--- config.mk ---
export PLATFORM = sky130hd
export DESIGN_NAME = load_store_unit_flat
export DESIGN_NICKNAME = d
export VERILOG_FILES = /design/src/rtl/load_store_unit_if.sv /design/src/rtl/load_store_unit.sv /design/src/flat_wrapper.sv
export SDC_FILE = /design/constraint.sdc
export NUM_CORES = 1
export LEC_CHECK = 0
export ABC_AREA = 1
export CAP_MARGIN = 20
export CORE_UTILIZATION = 48
export DETAILED_ROUTE_END_ITERATION = 12
export PLACE_DENSITY = 0.82
export SLEW_MARGIN = 20
export SYNTH_ARGS = -nofsm -noshare
export SYNTH_HDL_FRONTEND = slang
export SYNTH_SLANG_ARGS = --single-unit
--- constraint.sdc ---
create_clock -name clk_i -period 2.8 [get_ports clk_i]
set_input_delay 0.42 -clock clk_i [delete_from_list [all_inputs] [get_ports clk_i]]
set_output_delay 0.42 -clock clk_i [all_outputs]
set_load 0.01 [all_outputs]
--- src/rtl/load_store_unit_if.sv ---
// Request/response and data-memory bus shared between execute stage, LSU and word memory.
// The LSU sits on the slave side; the execute stage and memory together form the master side.
interface load_store_unit_if;
    logic        req_valid;
    logic        req_ready;
    logic        is_load;
    logic        is_store;
    logic [2:0]  funct3;
    logic [31:0] addr;
    logic [31:0] store_data;
    logic [31:0] load_data;
    logic        load_valid;
    logic        store_done;
    logic        fault;
    logic        MemRead;
    logic        MemWrite;
    logic [31:0] Address;
    logic [31:0] write_data;
    logic [31:0] Read_data;

    modport slave (
        input  req_valid, is_load, is_store, funct3, addr, store_data, Read_data,
        output req_ready, load_data, load_valid, store_done, fault,
               MemRead, MemWrite, Address, write_data
    );

    modport master (
        output req_valid, is_load, is_store, funct3, addr, store_data, Read_data,
        input  req_ready, load_data, load_valid, store_done, fault,
               MemRead, MemWrite, Address, write_data
    );
endinterface

--- src/rtl/load_store_unit.sv ---
// Byte-addressed RV32I load/store front end for a word-wide memory with combinational reads.
// Sub-word stores are done as read (in IDLE) then write (in RMW_WRITE) of a merged word.
module load_store_unit #(
    parameter int unsigned WORD_ADDR_BITS = 6
) (
    input logic             clk_i,
    input logic             reset_i,
    load_store_unit_if.slave bus
);
    localparam int unsigned HiBit = WORD_ADDR_BITS + 1;

    typedef enum logic [0:0] {StIdle, StRmwWrite} state_e;

    state_e                    state_q;
    logic [31:0]               load_data_q;
    logic [31:0]               merged_q;
    logic [WORD_ADDR_BITS-1:0] word_idx_q;
    logic                      load_valid_q;
    logic                      store_done_q;
    logic                      fault_q;

    logic                      accept;
    logic                      is_byte;
    logic                      is_half;
    logic                      is_word;
    logic                      op_bad;
    logic                      f3_bad;
    logic                      misaligned;
    logic                      out_of_range;
    logic                      req_fault;
    logic [WORD_ADDR_BITS-1:0] word_idx;
    logic [7:0]                sel_byte;
    logic [15:0]               sel_half;
    logic [31:0]               load_ext;
    logic [31:0]               merged;

    assign word_idx = bus.addr[HiBit:2];
    assign is_byte  = (bus.funct3[1:0] == 2'b00);
    assign is_half  = (bus.funct3[1:0] == 2'b01);
    assign is_word  = (bus.funct3[1:0] == 2'b10);

    assign op_bad       = (bus.is_load == bus.is_store);
    assign misaligned   = (is_half && bus.addr[0]) || (is_word && (bus.addr[1:0] != 2'b00));
    assign out_of_range = |bus.addr[31:HiBit+1];
    assign req_fault    = op_bad || f3_bad || misaligned || out_of_range;

    // Reset wins over everything so an aborted RMW never reaches memory.
    assign accept = bus.req_valid && (state_q == StIdle) && !reset_i;

    always_comb begin
        f3_bad = 1'b0;
        if (bus.is_load) begin
            f3_bad = !(bus.funct3 inside {3'b000, 3'b001, 3'b010, 3'b100, 3'b101});
        end else begin
            f3_bad = bus.funct3[2] || (bus.funct3[1:0] == 2'b11);
        end
    end

    assign sel_byte = bus.Read_data[{bus.addr[1:0], 3'b000} +: 8];
    assign sel_half = bus.addr[1] ? bus.Read_data[31:16] : bus.Read_data[15:0];

    always_comb begin
        load_ext = bus.Read_data;
        case (bus.funct3)
            3'b000:  load_ext = {{24{sel_byte[7]}}, sel_byte};
            3'b001:  load_ext = {{16{sel_half[15]}}, sel_half};
            3'b100:  load_ext = {24'h0, sel_byte};
            3'b101:  load_ext = {16'h0, sel_half};
            default: load_ext = bus.Read_data;
        endcase
    end

    always_comb begin
        merged = bus.Read_data;
        if (is_byte) begin
            merged[{bus.addr[1:0], 3'b000} +: 8] = bus.store_data[7:0];
        end else if (is_half) begin
            merged[{bus.addr[1], 4'b0000} +: 16] = bus.store_data[15:0];
        end
    end

    always_ff @(posedge clk_i) begin
        if (reset_i) begin
            state_q      <= StIdle;
            load_data_q  <= 32'h0;
            merged_q     <= 32'h0;
            word_idx_q   <= '0;
            load_valid_q <= 1'b0;
            store_done_q <= 1'b0;
            fault_q      <= 1'b0;
        end else begin
            load_valid_q <= 1'b0;
            store_done_q <= 1'b0;
            fault_q      <= 1'b0;
            unique case (state_q)
                StIdle: begin
                    if (accept) begin
                        if (req_fault) begin
                            fault_q <= 1'b1;
                        end else if (bus.is_load) begin
                            load_valid_q <= 1'b1;
                            load_data_q  <= load_ext;
                        end else if (!is_word) begin
                            merged_q   <= merged;
                            word_idx_q <= word_idx;
                            state_q    <= StRmwWrite;
                        end else begin
                            store_done_q <= 1'b1;
                        end
                    end
                end
                StRmwWrite: begin
                    state_q      <= StIdle;
                    store_done_q <= 1'b1;
                end
                default: state_q <= StIdle;
            endcase
        end
    end

    always_comb begin
        bus.MemRead    = 1'b0;
        bus.MemWrite   = 1'b0;
        bus.Address    = 32'h0;
        bus.write_data = 32'h0;
        if (!reset_i) begin
            if (state_q == StRmwWrite) begin
                bus.MemWrite   = 1'b1;
                bus.Address    = 32'(word_idx_q);
                bus.write_data = merged_q;
            end else if (accept && !req_fault) begin
                bus.Address = 32'(word_idx);
                if (bus.is_store && is_word) begin
                    bus.MemWrite   = 1'b1;
                    bus.write_data = bus.store_data;
                end else begin
                    bus.MemRead = 1'b1;
                end
            end
        end
    end

    assign bus.req_ready  = (state_q == StIdle);
    assign bus.load_data  = load_data_q;
    assign bus.load_valid = load_valid_q;
    assign bus.store_done = store_done_q;
    assign bus.fault      = fault_q;
endmodule

--- src/flat_wrapper.sv ---
// flat-port wrapper written by rule: the top's interface ports become plain ports
module load_store_unit_flat 
#(
    parameter int unsigned WORD_ADDR_BITS = 6
)
  (clk_i, reset_i, bus_req_valid, bus_is_load, bus_is_store, bus_funct3, bus_addr, bus_store_data, bus_Read_data, bus_req_ready, bus_load_data, bus_load_valid, bus_store_done, bus_fault, bus_MemRead, bus_MemWrite, bus_Address, bus_write_data);
  load_store_unit_if bus_i ();
  input logic clk_i;
  input logic reset_i;
  input wire logic [$bits(bus_i.req_valid)-1:0] bus_req_valid;
  input wire logic [$bits(bus_i.is_load)-1:0] bus_is_load;
  input wire logic [$bits(bus_i.is_store)-1:0] bus_is_store;
  input wire logic [$bits(bus_i.funct3)-1:0] bus_funct3;
  input wire logic [$bits(bus_i.addr)-1:0] bus_addr;
  input wire logic [$bits(bus_i.store_data)-1:0] bus_store_data;
  input wire logic [$bits(bus_i.Read_data)-1:0] bus_Read_data;
  output wire logic [$bits(bus_i.req_ready)-1:0] bus_req_ready;
  output wire logic [$bits(bus_i.load_data)-1:0] bus_load_data;
  output wire logic [$bits(bus_i.load_valid)-1:0] bus_load_valid;
  output wire logic [$bits(bus_i.store_done)-1:0] bus_store_done;
  output wire logic [$bits(bus_i.fault)-1:0] bus_fault;
  output wire logic [$bits(bus_i.MemRead)-1:0] bus_MemRead;
  output wire logic [$bits(bus_i.MemWrite)-1:0] bus_MemWrite;
  output wire logic [$bits(bus_i.Address)-1:0] bus_Address;
  output wire logic [$bits(bus_i.write_data)-1:0] bus_write_data;
  assign bus_i.req_valid = bus_req_valid;
  assign bus_i.is_load = bus_is_load;
  assign bus_i.is_store = bus_is_store;
  assign bus_i.funct3 = bus_funct3;
  assign bus_i.addr = bus_addr;
  assign bus_i.store_data = bus_store_data;
  assign bus_i.Read_data = bus_Read_data;
  assign bus_req_ready = bus_i.req_ready;
  assign bus_load_data = bus_i.load_data;
  assign bus_load_valid = bus_i.load_valid;
  assign bus_store_done = bus_i.store_done;
  assign bus_fault = bus_i.fault;
  assign bus_MemRead = bus_i.MemRead;
  assign bus_MemWrite = bus_i.MemWrite;
  assign bus_Address = bus_i.Address;
  assign bus_write_data = bus_i.write_data;
  load_store_unit #(.WORD_ADDR_BITS(WORD_ADDR_BITS)) u_core (.clk_i(clk_i), .reset_i(reset_i), .bus(bus_i));
endmodule
; Word level (Yosys, flattened, before mapping)
; Cells that the tools add are included.
[word_totals]
input_bits = 104
word_cells = 84
out_inout_bits = 102
register_bits = 74
[classes]
n_bitwise = 5
eq_ne = 8
mux = 34
reduce_logical = 23
add_sub_neg = 2
n_shift = 5
[op_table]
columns = op, count
row1 = two-way mux 32 bit, 8
row2 = one-hot mux 32 bit (4 select lines), 1
row3 = bitwise mux 32 bit, 2
row4 = variable shift 16 x 7 -> 32 bit (first input constant), 1
row5 = variable shift 8 x 7 -> 32 bit (first input constant), 1
row6 = indexed part select 16 x 7 -> 32 bit, 1
row7 = indexed part select 32 x 6 -> 8 bit, 1
row8 = indexed part select 8 x 7 -> 32 bit, 1
row9 = OR reduction 24 bit, 1
row10 = two-way mux 1 bit, 19
row11 = two-way mux 16 bit, 1
row12 = negation 5 -> 7 bit, 2
row13 = equality test 3 bit (second input constant), 2
row14 = logical AND 1 bit, 6
row15 = two-way mux 6 bit, 1
row16 = logical OR 1 bit, 5
row17 = NOT 1 bit, 5
row18 = AND reduction 5 bit, 1
row19 = nonzero test 5 bit, 1
row20 = equality test 2 bit (second input constant), 2
row21 = one-hot mux 1 bit (2 select lines), 2
row22 = AND reduction 4 bit, 1
row23 = OR reduction 4 bit, 1
row24 = equality test 3 x 1 -> 1 bit (second input constant), 1
row25 = 8 further kinds, 10

; Logic depth before layout (Yosys ltp)
; Gate-level depths: netlist (run 1).
[depth]
depth_word = 12
depth_mapped = 14
ltp_nobuf = 12

; Worst setup path before layout (run 1)
; Ideal clock, no wire load.
[synth_timing]
path_kind = input port to output port
startpoint = input bus_addr[0]
endpoint = output bus_MemWrite
slack_ns = 0.209
cell_stages = 11
required_time_ns = 2.380
arrival_time_ns = 2.171
n_path_buf = 3
cell_sequence = buf_2 > clkinv_1 > buf_2 > ha_1 > nor2_1 > nor2_2 > nand2_2 > nor3_4 > buf_6 > nand2_1 > a21oi_1
[synth_via]
elab_chain_len = 10
word_cells_on_any_way = 11
cone_classes = mux: 3 / reduce/logical: 8
[synth_rtl]
columns = element, line
row1 = "start, declared", flat_wrapper.sv:14  ; input wire logic [$bits(bus_i.addr)-1:0] bus_addr;
row2 = nonzero test 2 bit, load_store_unit.sv:43  ; assign misaligned = (is_half && bus.addr[0]) || (is_word && (bus.addr[1:0] != 2'b00));
row3 = logical AND 1 bit, load_store_unit.sv:43
row4 = logical OR 1 bit (*), load_store_unit.sv:43
row5 = logical OR 1 bit (*) (2 in series), load_store_unit.sv:45  ; assign req_fault = op_bad || f3_bad || misaligned || out_of_range;
row6 = zero test 1 bit (*), load_store_unit.sv:131  ; end else if (accept && !req_fault) begin
row7 = logical AND 1 bit (*), load_store_unit.sv:131
row8 = two-way mux 1 bit (*), load_store_unit.sv:131
row9 = two-way mux 1 bit (*), load_store_unit.sv:127  ; if (state_q == StRmwWrite) begin
row10 = two-way mux 1 bit (*), load_store_unit.sv:126  ; if (!reset_i) begin
row11 = "end, declared", flat_wrapper.sv:23  ; output wire logic [$bits(bus_i.MemWrite)-1:0] bus_MemWrite;
; Every way passes the cells marked *; elsewhere a longest branch is shown, timed or not.

; Worst setup path after layout (run 1)
[layout_timing]
startpoint = input bus_addr[1]
endpoint = output bus_write_data[22]
[layout_via]
elab_chain_len = 10
[layout_rtl]
columns = element, line
row1 = nonzero test 2 bit, load_store_unit.sv:43
row2 = logical AND 1 bit, load_store_unit.sv:43
row3 = logical OR 1 bit, load_store_unit.sv:43
row4 = logical OR 1 bit (2 in series), load_store_unit.sv:45
row5 = zero test 1 bit, load_store_unit.sv:131
row6 = logical AND 1 bit, load_store_unit.sv:131
row7 = two-way mux 32 bit, load_store_unit.sv:131
row8 = two-way mux 32 bit, load_store_unit.sv:127
row9 = two-way mux 32 bit, load_store_unit.sv:126
row10 = "end, declared", flat_wrapper.sv:25  ; output wire logic [$bits(bus_i.write_data)-1:0] bus_write_data;
; No other way between the ends.

==> results of run 1 <==
[cells in the final DEF (no fill, tap or decap), types with 2 or more instances in the layout]
master,instances
clkinvlp_4,2
ha_1,5
o21ai_1,2
dfxtp_1,74
dlygate4sd2_1,33
buf_12,6
a21oi_2,2
or2_2,2
o211ai_1,18
nor2_2,5
a211oi_1,3
nand2_1,343
nor3_1,11
o22ai_1,10
nand3_2,3
clkdlybuf4s50_1,137
clkbuf_16,9
inv_1,195
nor2_1,191
o221ai_1,11
clkinv_1,4
nand4_1,33
clkbuf_2,8
inv_2,3
nand3_1,64
conb_1,26
buf_4,57
a21oi_1,47
o21ai_0,67
clkinv_2,2
bufinv_16,2
[layout make-up]
class,instances,area share
clock buffers,9,0.0255
clock inverters,7,0.0106
inverters,202,0.0857
multi-input cells,851,0.430
flip-flops and latches,74,0.167
well taps,176,0.0249
repair buffers,242,0.256
[what timing repair did]
action / in CTS / in global routing
gates resized for setup: 41 / 20
gates cloned: 0 / 0
pin swaps: 1 / 1
setup buffers: 1 / 1
setup endpoints to repair: 40 / 15
[routing by layer]
layer  share of wire  wire, um  vias up  global-route usage
met3           0.077      1790       43              0.0451
met1            0.44     10200     3656               0.441
met4           0.031       718        0               0.146
met5               0         0        -                   0
met2            0.46     10600      377               0.542
li1                -         -     4025                   -
[cells by family after synthesis]
group           after synthesis
compound gates              162
xor+xnor                      1
fa+ha+maj                     5
buf+inv                     300
flops                        74
other cells                   1
simple gates                657
[stage by stage]
step | area (um^2) | std cells | setup WS, ps
after detailed placement | 8580 | 1543 | -211
after floorplan | 6560 | 1225 | 209
final | 8850 | 1561 | 23.1
after global placement | 8580 | 1543 | -182
after global routing | 8850 | 1561 | -46.3
after CTS | 8850 | 1560 | 1.05
[registers in the layout, indices dropped and copies added (netlist names)]
| name | count |
|---|---|
| u_core.merged_q | 32 |
| u_core.word_idx_q | 6 |
| u_core.bus.fault | 1 |
| u_core.bus.load_data | 32 |
| u_core.state_q | 1 |
| u_core.bus.load_valid | 1 |
| u_core.bus.store_done | 1 |
[worst max path at each step]
stage	from	endpoint	cells past startpoint
floorplan	bus_addr[0]	bus_MemWrite	11
global placement	bus_addr[1]	bus_write_data[22]	11
detailed placement	bus_is_load	bus_Address[2]	11
CTS	bus_addr[1]	bus_MemRead	9
global route	bus_addr[1]	bus_write_data[22]	11
finish	bus_addr[1]	bus_write_data[22]	11
[critical path, stage by stage]
cell and delay, ps:
clkdlybuf4s50_1 450, inv_1 100, ha_1 200, nor2_2 70
inv_1 70, nand2_1 60, nor2_2 150, buf_12 210
nand4_1 170, a21oi_2 170, dlygate4sd2_1 280
[where the power goes]
group	total, mW	internal, mW	switching [mW]
clock network	1.27	0.778	0.493
logic	0.684	0.283	0.401
registers	1.05	1.05	0.000339
==> impl_metrics.json, run 1 <==
{
  "reg2reg_to": "u_core.merged_q[10]",
  "syn-mean-instance-area_um2": 5.39,
  "finalPower_mw": 3.01,
  "final-hold-violation-count": 0,
  "drt_iter0_drc": 828,
  "crit_type": "in -> out",
  "synth_ff_type": "dfxtp_1",
  "die_w_um": 118,
  "yosysTopAreaCellShare": 0.229,
  "nFillCells": 1267,
  "die_area_mm2": 0.0139,
  "power_density_mw_per_mm2": 340,
  "synthCells": 1200,
  "yosysMostFrequentCell": "nand2_1",
  "holdWs_ps": 507,
  "drive_above_1_share": 0.0758,
  "synth_area_mm2": 0.00647,
  "routedWlPerCell_um": 14.9,
  "synth_compound_area_frac": 0.143,
  "clk_latency_ps": 350,
  "synth-simple-area-share": 0.417,
  "irDropWorstVdd_v": 0.000261,
  "worstHoldStart": "u_core.bus.load_data[0]",
  "p_leak_nw": 4.46,
  "htree_num_levels": 3,
  "synthTopCellsByArea": "dfxtp_1 23%, nand2_1 20%, inv_1 11%",
  "worst_slew_pin_slew_ps": 749,
  "layout.nets": 1489,
  "period_share": 0.992,
  "coreArea_mm2": 0.0132,
  "drc": 0,
  "seqCellArea_mm2": 0.00148,
  "min_to": "u_core.bus.load_data[0]",
  "run_status": "complete, no violations",
  "diodes": 0,
  "maxSlewViolCount": 0,
  "rsz0062_at_grt": "yes",
  "num_io_pins": 206,
  "holdPathStages": 4,
  "routed_wl_um": 23300,
  "path_max_fanout": 32,
  "hold_class": "reg -> reg",
  "clk_path_buf_depth": 2,
  "synth_edf_count": 0,
  "die_h_um": 118,
  "grt_util_all_layers": 0.334,
  "cts_hold_buf": 0,
  "antenna_found_initial": 0,
  "r2r_cells": 8,
  "cts_buffers": 9,
  "crit_arrival_ps": 2360,
  "start_kind": "primary input",
  "viasPerCell": 5.19,
  "r2r_setup_slack_ps": 1040,
  "synth_mux_area_frac": 0,
  "synth_warnings": 0,
  "grt_pass1_vias": 7185,
  "setup_viol": 0,
  "post-route-util": 0.671,
  "async_flop_share": 0,
  "cts_tree": "built",
  "yosys.area.top_type": "dfxtp_1",
  "synth_top_family_by_area": "simple AND/OR/NAND/NOR gates",
  "root_buffer": "clkbuf_16",
  "path_clk_slew_ps": 60,
  "r2r_start": "u_core.state_q",
  "first_pass_iters": 5,
  "initial_core_util": 0.490,
  "grt_max_degree": 71,
  "io_buffers": 179,
  "dpl.hpwl_um": 17200,
  "fin_skew_ps": 8.71,
  "fin_crit_ps": 2780,
  "ant_nets": 0,
  "synth_seq_cells": 74,
  "cp.required_ps": 2380,
  "tns_ps": 0,
  "via_count": 8101,
  "synth_xor_area_frac": 0.00135,
  "crit_path_end_kind": "output pin",
  "synth_commonest_cells": "343 x nand2_1, 195 x inv_1, 193 x nor2_1, 74 x dfxtp_1, 67 x o21ai_0",
  "multi_input_area_mm2": 0.00381,
  "clock.fmax_mhz": 360,
  "overflow": 0,
  "grt_pass1_wl_um": 36900,
  "drv_cap": 0,
  "synth_cell_type_count": 34,
  "slew-limit-headroom": 0.500,
  "synth-adder-area-share": 0.00967,
  "num_rows": 42,
  "cts_num_sinks": 74,
  "synth_seq_area_share": 0.229,
  "routabilityCongestion": 0.993,
  "syn2layout_area_growth_pct": 36.8
}
(Power assumes the default switching activity.)
==> run 2, diff against run 1 <==
Settings changed: CORE_MARGIN set to 5, GPL_TIMING_DRIVEN set to 1, HOLD_SLACK_MARGIN set to 0.05.
==> impl_metrics.json, run 2 (synthesis results as in run 1) <==
{
  "crit_arrival_ps": 2280,
  "grt_max_degree": 71,
  "grt_util_all_layers": 0.292,
  "worst_slack_ps": 95.7,
  "htree_num_levels": 3,
  "critPathMaxStageDelay_ps": 430,
  "period_share": 0.966,
  "ant_nets": 0,
  "drc": 0,
  "num_rows": 42,
  "path_clk_slew_ps": 60,
  "fin_skew_ps": 3.90,
  "holdWs_ps": 506,
  "path_cells": "clkdlybuf4s50_1 -> inv_2 -> ha_4 -> nor2_4 -> inv_1 -> nand2_1 -> nor2_4 -> buf_4 -> bufbuf_16 -> nand4_1 -> a21oi_1 -> clkdlybuf4s15_2",
  "diodes": 0,
  "layout.nets": 1485,
  "die_area_mm2": 0.0159,
  "fin_crit_ps": 2700,
  "die_w_um": 126,
  "clock.fmax_mhz": 370,
  "crit_top_cell": "nor2_4",
  "overflow": 0,
  "syn2layout_area_growth_pct": 37.3,
  "initial_core_util": 0.488,
  "dpl.hpwl_um": 17400,
  "cts_hold_buf": 0,
  "final_common_cell": "nand2_1",
  "final-hold-violation-count": 0,
  "drv_cap": 0,
  "slew-limit-headroom": 0.509,
  "grt_pass1_wl_um": 38200,
  "post-route-util": 0.670,
  "num_io_pins": 206,
  "finalPower_mw": 2.83,
  "run_status": "complete, no violations",
  "drt_iter0_drc": 902,
  "path_max_fanout": 16,
  "power_density_mw_per_mm2": 319,
  "start_kind": "primary input",
  "slowest_stage": "clkdlybuf4s50_1",
  "preCtsSetupSlack_ps": -188,
  "final_cell_mix": "343 x nand2_1, 194 x inv_1, 190 x nor2_1",
  "crit_buf_inv": 6,
  "seqCellArea_mm2": 0.00148,
  "routedWlPerCell_um": 15.4,
  "worst_slew_pin_slew_ps": 736,
  "hold_class": "reg -> reg",
  "root_buffer": "clkbuf_16",
  "clk_path_buf_depth": 2,
  "cts_num_sinks": 74,
  "rsz0062_at_grt": "yes",
  "io_buffers": 179,
  "setup_viol": 0,
  "tns_ps": 0,
  "crit_type": "in -> out",
  "drive_above_1_share": 0.0833,
  "cp_top_family": "buffers and inverters",
  "crit_path_end_kind": "output pin",
  "maxSlewViolCount": 0,
  "die_h_um": 126,
  "cts_buffers": 9,
  "routed_wl_um": 24000,
  "antenna_found_initial": 0,
  "coreArea_mm2": 0.0132,
  "grt_pass1_vias": 7519,
  "irDropWorstVdd_v": 0.000290,
  "p_leak_nw": 4.42,
  "cts_tree": "built",
  "multi_input_area_mm2": 0.00385,
  "viasPerCell": 5.16,
  "routabilityCongestion": 1.01,
  "nFillCells": 1256,
  "via_count": 8036,
  "clk_latency_ps": 340,
  "cp.required_ps": 2380,
  "first_pass_iters": 5
}
-- run 2: cell types whose count changed in the layout (fill, tap and decap cells not counted), moves of 2 or more --
| cell | before | now |
|---|---|---|
| clkbuf_2 | 8 | 1 |
| inv_2 | 3 | 5 |
| nor2_4 | 1 | 3 |
| clkdlybuf4s50_1 | 137 | 135 |
| dlygate4sd2_1 | 33 | 25 |
| clkdlybuf4s15_2 | 0 | 11 |
| bufinv_16 | 2 | 0 |
| buf_4 | 57 | 53 |
| buf_2 | 0 | 3 |
-- run 2: layout make-up --
| class | instances | area share |
|---|---|---|
| clock inverter | 5 | 0.00338 |
| inverter | 202 | 0.0854 |
| multi-input combinational | 851 | 0.433 |
| clock buffer | 11 | 0.0273 |
| tap | 176 | 0.0248 |
| timing repair buffer | 238 | 0.259 |
| sequential | 74 | 0.167 |
-- run 2: metal layers --
metal / wire, um / track usage / share of wire / vias to the layer above
met5: 0 / 0 / 0 / -
met4: 819 / 0.115 / 0.034 / 0
met3: 2060 / 0.0627 / 0.086 / 50
met2: 10900 / 0.471 / 0.45 / 338
met1: 10200 / 0.380 / 0.43 / 3628
li1: - / - / - / 4020
-- run 2: path summary, 6_finish.rpt --
path                                      startpoint                   end  slack (ps)  depth (start not counted)
worst max-delay path                     bus_addr[0]    bus_write_data[10]         100                         12
worst min-delay path            u_core.word_idx_q[0]  u_core.word_idx_q[0]         510                          4
worst max register to register        u_core.state_q    u_core.merged_q[5]        1000                          8
worst min register to register  u_core.word_idx_q[0]  u_core.word_idx_q[0]         510                          4
-- run 2: metrics by stage --
step | area [um^2] | instances
2_1_floorplan | 6560 | 1225
4_1_cts | 8860 | 1557
5_1_grt | 8880 | 1557
3_3_place_gp | 8530 | 1537
6_report | 8880 | 1557
3_5_place_dp | 8530 | 1537
-- run 2: where the power goes --
| part | leakage (nW) | switching (mW) | internal (mW) | total, mW |
|---|---|---|---|---|
| Clock | 0.131 | 0.456 | 0.619 | 1.07 |
| Combinational | 3.69 | 0.407 | 0.295 | 0.702 |
| Sequential | 0.596 | 0.000156 | 1.05 | 1.05 |
| Total | 4.42 | 0.863 | 1.97 | 2.83 |
-- run 2: what timing repair did --
item / CTS / global route
setup endpoints to repair: 40 / 35
resized for setup: 78 / 13
gates cloned: 1 / 0
pin swaps: 1 / 1
setup buffers: 3 / 0
-- run 2: tightest hold or removal path, stage by stage, from the launching register on --
cell and delay (ps):
dfxtp_1 310, inv_1 40, nand2_1 40, inv_1 40, nor2_1 30
